===== src/rtl/fetch_unit_rv32i.sv =====
`default_nettype none
// ============================================================================
//  Module      : fetch_unit_rv32i
//  Description : Program-counter and instruction-fetch stage for an RV32I
//                core. Holds the architectural PC and fetches the word at PC
//                over a req/ack instruction-memory handshake. It presents the
//                word to decode with a valid/ready handshake. On retire it
//                loads the brancher's next PC, or traps if that PC is
//                misaligned.
//  Revision    : 1.0 - initial release
// ----------------------------------------------------------------------------
//  Ports
//    clock        in   1   system clock, rising edge
//    nreset       in   1   asynchronous active-low reset
//    PCin         in  32   next PC from the brancher, sampled on retire
//    PCnew        out 32   PC + 4 (combinational, wraps modulo 2^32)
//    PC           out 32   current architectural PC
//    imem_req     out  1   instruction-memory request (FETCH only)
//    imem_addr    out 32   fetch address, always equal to PC
//    imem_ack     in   1   imem_rdata is valid this cycle
//    imem_rdata   in  32   instruction word from memory
//    instr        out 32   latched instruction presented to decode
//    instr_valid  out  1   instr is valid (registered HOLD decode)
//    instr_ready  in   1   core has executed instr; PCin is final
//    misalign     out  1   sticky misaligned-target trap flag
//    bad_pc       out 32   offending PCin captured by the trap
//    instret      out 32   retired-instruction counter (wraps)
// ============================================================================
module fetch_unit_rv32i #(
    parameter logic [31:0] RESET_PC = 32'h0000_0000
) (
    input  logic        clock,
    input  logic        nreset,
    input  logic [31:0] PCin,
    output logic [31:0] PCnew,
    output logic [31:0] PC,
    output logic        imem_req,
    output logic [31:0] imem_addr,
    input  logic        imem_ack,
    input  logic [31:0] imem_rdata,
    output logic [31:0] instr,
    output logic        instr_valid,
    input  logic        instr_ready,
    output logic        misalign,
    output logic [31:0] bad_pc,
    output logic [31:0] instret
);

    // ------------------------------------------------------------------
    // State encoding
    // ------------------------------------------------------------------
    localparam logic [1:0] S_BOOT  = 2'd0;
    localparam logic [1:0] S_FETCH = 2'd1;
    localparam logic [1:0] S_HOLD  = 2'd2;
    localparam logic [1:0] S_TRAP  = 2'd3;

    localparam logic [31:0] C_PC_STEP = 32'd4;

    logic [1:0]  state_q;
    logic [1:0]  state_d;
    logic        valid_q;

    logic [31:0] pc_q;
    logic [31:0] pc_d;
    logic [31:0] instr_q;
    logic [31:0] instr_d;
    logic [31:0] instret_q;
    logic [31:0] instret_d;
    logic        misalign_q;
    logic        misalign_d;
    logic [31:0] bad_pc_q;
    logic [31:0] bad_pc_d;

    // Qualified handshake events. Acks outside FETCH and ready outside
    // HOLD never reach any register, so a stale ack in BOOT is harmless.
    logic w_fetch_done;
    logic w_retire;
    logic w_target_ok;

    assign w_fetch_done = (state_q == S_FETCH) && imem_ack;
    assign w_retire     = (state_q == S_HOLD) && instr_ready;
    assign w_target_ok  = (PCin[1:0] == 2'b00);

    // ------------------------------------------------------------------
    // FSM: state register
    // instr_valid is registered alongside the state so decode sees a
    // clean flop output rather than a decode of the state bits.
    // ------------------------------------------------------------------
    always_ff @(posedge clock or negedge nreset) begin
        if (!nreset) begin
            state_q <= S_BOOT;
            valid_q <= 1'b0;
        end else begin
            state_q <= state_d;
            valid_q <= (state_d == S_HOLD);
        end
    end

    // ------------------------------------------------------------------
    // FSM: next-state logic
    // ------------------------------------------------------------------
    always_comb begin
        state_d = state_q;
        case (state_q)
            S_BOOT:  state_d = S_FETCH;
            S_FETCH: begin
                if (imem_ack) begin
                    state_d = S_HOLD;
                end
            end
            S_HOLD: begin
                if (instr_ready) begin
                    state_d = w_target_ok ? S_FETCH : S_TRAP;
                end
            end
            S_TRAP:  state_d = S_TRAP;
            default: state_d = S_BOOT;
        endcase
    end

    // ------------------------------------------------------------------
    // FSM: outputs
    // imem_req is a pure decode of the state register, so it drops the
    // moment nreset forces the state back to BOOT.
    // ------------------------------------------------------------------
    always_comb begin
        imem_req    = (state_q == S_FETCH);
        instr_valid = valid_q;
        imem_addr   = pc_q;
        PC          = pc_q;
        PCnew       = pc_q + C_PC_STEP;
        instr       = instr_q;
        misalign    = misalign_q;
        bad_pc      = bad_pc_q;
        instret     = instret_q;
    end

    // ------------------------------------------------------------------
    // Datapath next-state
    // ------------------------------------------------------------------
    always_comb begin
        pc_d       = pc_q;
        instr_d    = instr_q;
        instret_d  = instret_q;
        misalign_d = misalign_q;
        bad_pc_d   = bad_pc_q;

        if (w_fetch_done) begin
            instr_d = imem_rdata;
        end

        if (w_retire) begin
            // A retire is counted even when its target traps.
            instret_d = instret_q + 32'd1;
            if (w_target_ok) begin
                pc_d = PCin;
            end else begin
                // PC is left pointing at the instruction that produced
                // the bad target so a handler can find it.
                misalign_d = 1'b1;
                bad_pc_d   = PCin;
            end
        end
    end

    // ------------------------------------------------------------------
    // Datapath registers
    // ------------------------------------------------------------------
    always_ff @(posedge clock or negedge nreset) begin
        if (!nreset) begin
            pc_q       <= RESET_PC;
            instr_q    <= 32'd0;
            instret_q  <= 32'd0;
            misalign_q <= 1'b0;
            bad_pc_q   <= 32'd0;
        end else begin
            pc_q       <= pc_d;
            instr_q    <= instr_d;
            instret_q  <= instret_d;
            misalign_q <= misalign_d;
            bad_pc_q   <= bad_pc_d;
        end
    end

endmodule
`default_nettype wire

===== config.mk =====
export PLATFORM = sky130hd
export DESIGN_NAME = fetch_unit_rv32i
export DESIGN_NICKNAME = d
export VERILOG_FILES = /design/src/rtl/fetch_unit_rv32i.sv
export SDC_FILE = /design/constraint.sdc
export NUM_CORES = 1
export LEC_CHECK = 0
export ABC_AREA = 0
export CAP_MARGIN = 20
export CELL_PAD_IN_SITES_DETAIL_PLACEMENT = 1
export CELL_PAD_IN_SITES_GLOBAL_PLACEMENT = 1
export CORE_MARGIN = 5
export CORE_UTILIZATION = 36
export CTS_BUF_LIST = sky130_fd_sc_hd__clkbuf_4 sky130_fd_sc_hd__clkbuf_8
export CTS_CLUSTER_SIZE = 14
export DETAILED_ROUTE_END_ITERATION = 16
export GPL_TIMING_DRIVEN = 1
export HOLD_SLACK_MARGIN = 0.03
export PLACE_DENSITY = 0.95
export SYNTH_ARGS = -nofsm -noshare
export SYNTH_HDL_FRONTEND = slang
export SYNTH_SLANG_ARGS = --single-unit
export TNS_END_PERCENT = 5

===== constraint.sdc =====
create_clock -name clock -period 5 [get_ports clock]
set_clock_uncertainty 0.1 [all_clocks]
set_input_delay 1.5 -clock clock [delete_from_list [all_inputs] [get_ports clock]]
set_output_delay 1.5 -clock clock [all_outputs]
set_load 0.1 [all_outputs]

# Word level (Yosys, flattened, before mapping)
# Index checks and enable logic that the tools add are counted.
totals:
  in_bits: 68
  out_inout_bits: 195
  register_bits: 132
  word_cells: 24
classes:
  n_bitwise: 1
  muxes: 4
  addsub: 2
  n_eq_ne: 4
  n_reduce_logical: 6
ops:
  columns: ["op", "n"]
  rows:
  - ["$add A32 B1 Y32 const B", 1]
  - ["$add A32 B3 Y32 const B", 1]
  - ["$pmux W2 S4", 1]
  - ["$eq A2 B2 Y1 const B", 3]
  - ["$mux W2", 3]
  - ["$logic_not A2 Y1", 2]
  - ["$reduce_and A2 Y1", 2]
  - ["$eq A2 B1 Y1 const B", 1]
  - ["$logic_and A1 B1 Y1", 2]
  - ["$not A1 Y1", 1]

# Logic depth before layout (Yosys ltp)
# Gate-level depths: netlist of the first run.
depth:
  word_depth: 5
  ltp_mapped: 6
  depth_no_buf: 5

# Worst setup path before layout of the first run
# Ideal clock, no wire load.
synth_timing:
  kind: "reg-to-output"
  startpoint: "register pc_q[2], in the netlist PC[2]"
  endpoint: "output port PCnew[12]"
  stages_incl_launch_ff: 5
  t_arrival_ns: 3.718
  slack_ns: -0.318
  required_ns: 3.400
  n_path_buf: 0
  path_cell_list: "dfrtp_1 ha_1 nand3_1 or4_2 xnor2_1"
synth_between:
  elab_chain_len: 1
synth_rtl:
  columns: ["element", "line", "source"]
  rows:
  - ["from (decl)", "63", "logic [31:0] pc_q;"]
  - ["from (signal assigned)", "177", "pc_q <= pc_d;"]
  - ["$add A32 B3 Y32", "131", "PCnew = pc_q + C_PC_STEP;"]
  - ["to (decl)", "35", "output logic [31:0] PCnew,"]
# Every way passes these cells.

# Final worst setup path of the first run
layout_timing:
  startpoint: "register pc_q[2], in the netlist PC[2]"
  endpoint: "output port PCnew[14]"
# Same word-level chain as after synthesis.

==> results of run 1 <==
-- synthesized netlist by cell type (all sizes together), types with 2 or more instances --
library cell / number
nor3: 7
clkbuf: 3
nor2b: 2
nand4: 24
or4: 2
and2: 5
dfrtp: 132
xor2: 16
or2: 2
and3: 5
xnor2: 43
nand3: 19
mux2: 93
ha: 2
nand2b: 2
nor2: 20
nand4b: 3
nor4: 8
inv: 10
a22o: 2
and4: 2
nand2: 24
buf: 43
-- per-layer routing --
layer | GRT usage | routed length (um)
met1 | 0.214 | 7150
met2 | 0.355 | 10100
met3 | 0.0669 | 1420
met4 | 0.0783 | 527
met5 | 0 | 0
-- worst reg2reg max path, stage by stage (launching register included) --
cell and delay (ps):
dfrtp_1 440, nor2b_1 280, and2_1 370, and2b_1 180, buf_4 390, mux2_2 430
-- registers in the layout (all words and copies together) (netlist names) --
name         cells
bad_pc          32
instret         32
state_q          2
PC              32
instr           32
misalign         1
instr_valid      1
-- layout make-up --
type                            instances  share of cell area
Clock buffer                           23              0.0339
Clock inverter                          5             0.00587
Inverter                               10             0.00419
Multi-Input combinational cell        287               0.266
Sequential cell                       132               0.369
Tap cell                              220              0.0307
Timing Repair Buffer                  268               0.291
-- cells by family (layout without fill, tap and decap cells) --
kind of cell               after synthesis  after routing  share of synthesized area
muxes                                   93             93                      0.174
buffers and inverters                   56            306                     0.0581
xor gates and xnor gates                59             59                     0.0857
DFF                                    132            132                      0.548
AOI/OAI and AO/OA                        4              4                    0.00456
and+or+nand+nor                        129            129                      0.126
adders and majority gates                2              2                    0.00415
-- worst max path at each step --
stage / to / slack, ps
4_1_cts: PCnew[14] / 660
3_5_place_dp: PCnew[14] / 1180
5_1_grt: PCnew[24] / 540
3_3_place_gp: PCnew[14] / 1300
2_1_floorplan: PCnew[12] / -320
6_report: PCnew[14] / 710
-- power groups by stage --
stage / Clock, mW / Sequential, mW / Combinational [mW]
after global routing: 0.910 / 1.47 / 2.98
after CTS: 0.862 / 1.45 / 2.94
final: 0.830 / 1.44 / 2.92
after floorplan: 0 / 2.97 / 0.711
after detailed placement: 0 / 1.46 / 2.94
after global placement: 0 / 1.44 / 2.90
==> key figures, run 1 <==
Outcome
  – Status: finished clean

Setup path
  – Setup CP Type: flop to output pin
  – Worst r2r path cells: 5
  – WP buf/inv: 1
  – Worst R2R Start: state_q[1]
  – Critical Path AT: 2690 ps
  – Critical path depth in cells: 6
  – CP Cell Sequence: ha_1 > nand3_1 > or4_2 > nor2_1 > xor2_1 > buf_4
  – Maximum fanout along the worst path: 8
  – Max stage delay on crit path: 670 ps
  – Startpoint types: flop
  – Worst Setup SP: PC[2]
  – FF-to-FF setup slack: 2690 ps
  – Worst path slowest cell: or4_2
  – Worst EP required: 3400 ps
  – CP top delay family: simple AND/OR/NAND/NOR gates
  – CP endpoint kind: output pin
  – FF-to-FF End: bad_pc[23]

Pwr
  – Power Total: 5.20 mW
  – P_sw: 2.84 mW
  – Pwr/cell area: 580 nW/um^2
  – Clock power share: 0.160
  – Flop pwr share: 0.278
  – LEAKAGE: 3.89 nW
  – VDD IR max: 0.000437 V
  – Comb power frac: 0.562
  – Sw Share: 0.546
  – Internal: 2.36 mW

Drt
  – Final wirelength: 19.2 mm
  – DRC violations left: 0
  – Iteration-0 DRC Markers: 107
  – Vias: 4679
  – First-pass DRT Iterations: 4
  – Via density: 4.95
  – Post-DRT Antenna Nets: 0
  – DR WL/cell: 20.4 um

Clock tree
  – Clk sinks: 132
  – Clock-pin transition on the worst setup and hold timing paths: 70 ps
  – Bufs on Longest Clock Path: 2
  – Clk root buf: clkbuf_8
  – CTS H-Tree Depth: 4
  – CTS Buf Count: 17
  – CTS tree: done
  – Post-CTS setup buffers: 0
  – Post-cts resize count: 0
  – Worst skew pair latency: 440 ps
  – Hold bufs inserted after CTS: 0

Final layout
  – Post-layout instance area: 8960 sq um
  – Flip-flop and latch area: 3300 sq um
  – Fin nets: 786
  – Commonest non-fill, non-tap cells in the layout: 235 x clkdlybuf4s50_1, 132 x dfrtp_1, 92 x mux2_2, 43 x xnor2_1, 32 x buf_4
  – Most common cell after layout, fill and taps aside: clkdlybuf4s50_1
  – Fillers: 1668
  – Area taken by multi-input logic gates: 2380 sq um
  – Final std cells w/o fill: 945
  – Share of layout cells above drive strength 1: 0.228
  – Core Util, Final: 0.542
  – Area grow syn2layout: 48.5%
  – Antenna Diode Count: 0

Worst hold path
  – Min-delay src: misalign
  – Hold path depth: 1
  – Min-Delay Endpoint: misalign
  – Min-delay worst type: flop to flop

STA
  – Relative slew slack: 0.286
  – Worst slew pin tran: 1070 ps
  – Tmin final: 4290 ps
  – Pins Over Slew Limit: 0
  – Final Hold Fails: 0
  – Period utilization: 0.857
  – Setup TNS Final: 0 ps
  – Fin Hold WS: 377 ps
  – RSZ-0062 raised after global routing: false
  – Final setup violation count: 0
  – Fmax: 233 MHz
  – Worst Slack Setup Final: 714 ps

Job
  – Total of max-cap violations: 0

Floorplanning
  – CORE AREA: 16500 sq um
  – Ports: 263
  – Initial Util: 0.365
  – Site Rows: 47
  – Die Width: 139 um
  – Die footprint: 19400 sq um
  – Die H: 139 um

Placed design
  – Dpl ws: 1180 ps
  – Instance area at placement: 8600 sq um
  – IO Port Bufs: 262
  – Post-DP HPWL: 14.8 mm
  – RD Place Congestion: 0.816
  – Placed Cells incl. Taps: 917

Synth
  – Yosys warnings: 0
  – Async set or reset register ratio after synthesis: 1.00
  – Synth Instances: 475
  – Syn Area/Cell: 12.7 sq um
  – Top_reg_cell synth: dfrtp_1
  – Synth Cell Area: 6030 sq um
  – Syn nets: 545
  – Top cells by area, synth: dfrtp_1 55%, mux2_2 17%, xnor2_1 6.2%
  – Seq/Total Area, Yosys: 0.548
  – Post-synth EDFFs: 0
  – Dominant cell type by area after synthesis: dfrtp_1
  – #FFs+latches synth: 132
  – Synth cell types: 40
  – Post-synth top area share: 0.548

GRT
  – All-Layer GR Usage: 0.198
  – Vias in the first global route: 5345
  – First-pass GRT wire length: 30.5 mm
  – Grt ovf: 0
  – Initial antenna violation count: 0
  – Largest net degree at the start of global routing: 85
Note: power is estimated with default switching activity, not from simulation.
==> run 2, diff against run 1 <==
Settings changed: RECOVER_POWER set to 25.
==> run 2 against run 1 <==
  * The run now ends with capacitance limit, slew limit left
  * First-iteration DRC count grew 47%
  * Maximum frequency shrank 0.12%
  * Total power is essentially flat
  * Routed wire length grew 0.23%
  * Combinational power is essentially flat
  * Via count shrank 0.13%
  * Cell count is the same
  * Sequential cell count is the same
  * Critical path type unchanged
  * Largest cell class unchanged
  * Highest routed layer unchanged
==> key figures, run 2 (synthesis results as in run 1) <==
Drt
  – DR WL/cell: 20.4 um (+0.23%)
  – Via density: 4.94 (-0.13%)
  – Vias: 4673 (-0.13%)
  – DRC violations left: 0 (unchanged)
  – First-pass DRT Iterations: 4 (unchanged)
  – Final wirelength: 19.3 mm (+0.23%)
  – Post-DRT Antenna Nets: 0 (unchanged)
  – Iteration-0 DRC Markers: 157 (+47%)

Clock tree
  – Worst skew pair latency: 440 ps (about the same)
  – Clk sinks: 132 (unchanged)
  – Clock-pin transition on the worst setup and hold timing paths: 70 ps (about the same)
  – Post-CTS setup buffers: 0 (unchanged)
  – Post-cts resize count: 0 (unchanged)
  – CTS tree: done
  – Bufs on Longest Clock Path: 2 (unchanged)
  – CTS Buf Count: 17 (unchanged)
  – Hold bufs inserted after CTS: 0 (unchanged)
  – Clk root buf: clkbuf_8
  – CTS H-Tree Depth: 4 (unchanged)

STA
  – Period utilization: 0.858 (+0.000990)
  – Tmin final: 4290 ps (+4.95 ps)
  – Worst slew pin tran: 2090 ps (+1020 ps)
  – Relative slew slack: -0.393 (-0.679)
  – Pins Over Slew Limit: 85 (+85)
  – RSZ-0062 raised after global routing: false
  – Final Hold Fails: 0 (unchanged)
  – Fmax: 233 MHz (-0.12%)
  – Final setup violation count: 0 (unchanged)

Setup path
  – Max stage delay on crit path: 670 ps (about the same)
  – Setup CP Type: flop to output pin
  – Critical Path AT: 2690 ps (about the same)
  – Worst R2R Start: state_q[1]
  – Worst EP required: 3400 ps (about the same)
  – Worst Setup SP: PC[2]
  – Maximum fanout along the worst path: 8 (unchanged)
  – Worst path slowest cell: or4_2
  – CP Cell Sequence: ha_1 > nand3_1 > or4_2 > nor2_1 > xor2_1 > buf_4
  – CP top delay family: simple AND/OR/NAND/NOR gates
  – WP buf/inv: 1 (unchanged)
  – CP endpoint kind: output pin
  – Startpoint types: flop

Worst hold path
  – Min-delay worst type: flop to flop
  – Min-delay src: misalign

Final layout
  – Most common cell after layout, fill and taps aside: clkdlybuf4s50_1
  – Antenna Diode Count: 0 (unchanged)
  – Fin nets: 786 (unchanged)
  – Commonest non-fill, non-tap cells in the layout: 234 x clkdlybuf4s50_1, 132 x dfrtp_1, 92 x mux2_2, 43 x xnor2_1, 30 x buf_4
  – Fillers: 1673 (+0.30%)
  – Share of layout cells above drive strength 1: 0.225 (-0.00276)
  – Area grow syn2layout: 48.3%
  – Core Util, Final: 0.541 (-0.000833)

Floorplanning
  – Initial Util: 0.365 (unchanged)
  – Die H: 139 um (unchanged)
  – Die Width: 139 um (unchanged)
  – Die footprint: 19400 sq um (unchanged)
  – CORE AREA: 16500 sq um (unchanged)
  – Ports: 263 (unchanged)
  – Site Rows: 47 (unchanged)

Job
  – Total of max-cap violations: 1 (+1)

Placed design
  – RD Place Congestion: 0.816 (unchanged)
  – IO Port Bufs: 262 (unchanged)
  – Post-DP HPWL: 14.8 mm (unchanged)

Pwr
  – VDD IR max: 0.000437 V (about the same)
  – LEAKAGE: 3.88 nW (-0.23%)
  – Pwr/cell area: 581 nW/um^2 (+0.15%)
  – Power Total: 5.20 mW (about the same)

Outcome
  – Status: finished with violations
  – Failing checks: capacitance limit, slew limit

GRT
  – Grt ovf: 0 (unchanged)
  – Vias in the first global route: 5345 (unchanged)
  – First-pass GRT wire length: 30.5 mm (unchanged)
  – All-Layer GR Usage: 0.198 (unchanged)
  – Largest net degree at the start of global routing: 85 (unchanged)
  – Initial antenna violation count: 0 (unchanged)
run 2: cell type report:
| type | count | area (sq um) | share of cell area |
|---|---|---|---|
| Sequential cell | 132 | 3300 | 0.369 |
| Clock inverter | 5 | 52.6 | 0.00587 |
| Timing Repair Buffer | 268 | 2590 | 0.290 |
| Tap cell | 220 | 275 | 0.0308 |
| Clock buffer | 23 | 304 | 0.0340 |
| Multi-Input combinational cell | 287 | 2380 | 0.266 |
| Inverter | 10 | 37.5 | 0.00420 |
run 2: worst paths after layout:
| kind | endpoint | slack (ps) | cells after the start |
|---|---|---|---|
| max | PCnew[14] | 710 | 6 |
| min | misalign | 380 | 1 |
| max reg2reg | bad_pc[23] | 2690 | 5 |
| min reg2reg | misalign | 380 | 1 |
| max in group asynchronous | instr[24] | 1080 | 2 |
| min in group asynchronous | bad_pc[15] | 1570 | 1 |
run 2: metal layers:
metal  share of wire  up-vias  GRT usage
met5               0        -          0
met1            0.37     2337      0.214
met2            0.53      195      0.355
met3           0.075       40     0.0669
li1                -     2101          -
met4           0.028        0     0.0783
run 2: per-stage QoR:
stage | instance area (sq um) | setup slack (ps) | hold WS (ps) | cells | TNS (ps)
floorplan | 6030 | -318 | 403 | 475 | -3270
global placement | 8600 | 1300 | 356 | 917 | 0
detailed placement | 8600 | 1180 | 366 | 917 | 0
CTS | 8960 | 661 | 383 | 945 | 0
global route | 8940 | 428 | 398 | 945 | 0
finish | 8940 | 709 | 377 | 945 | 0
run 2: worst register-to-register path, delay by kind of cell (launching register included):
kind	cells	cell delay [ps]
buffers and inverters	1	390
flip-flops	1	450
multiplexers	1	430
AND/OR/NAND/NOR	3	830
run 2: where the power goes:
| group | switching, mW | leakage, nW | internal, mW |
|---|---|---|---|
| Clock | 0.387 | 0.186 | 0.443 |
| Combinational | 2.29 | 1.96 | 0.636 |
| Sequential | 0.167 | 1.73 | 1.28 |
| Total | 2.84 | 3.88 | 2.36 |
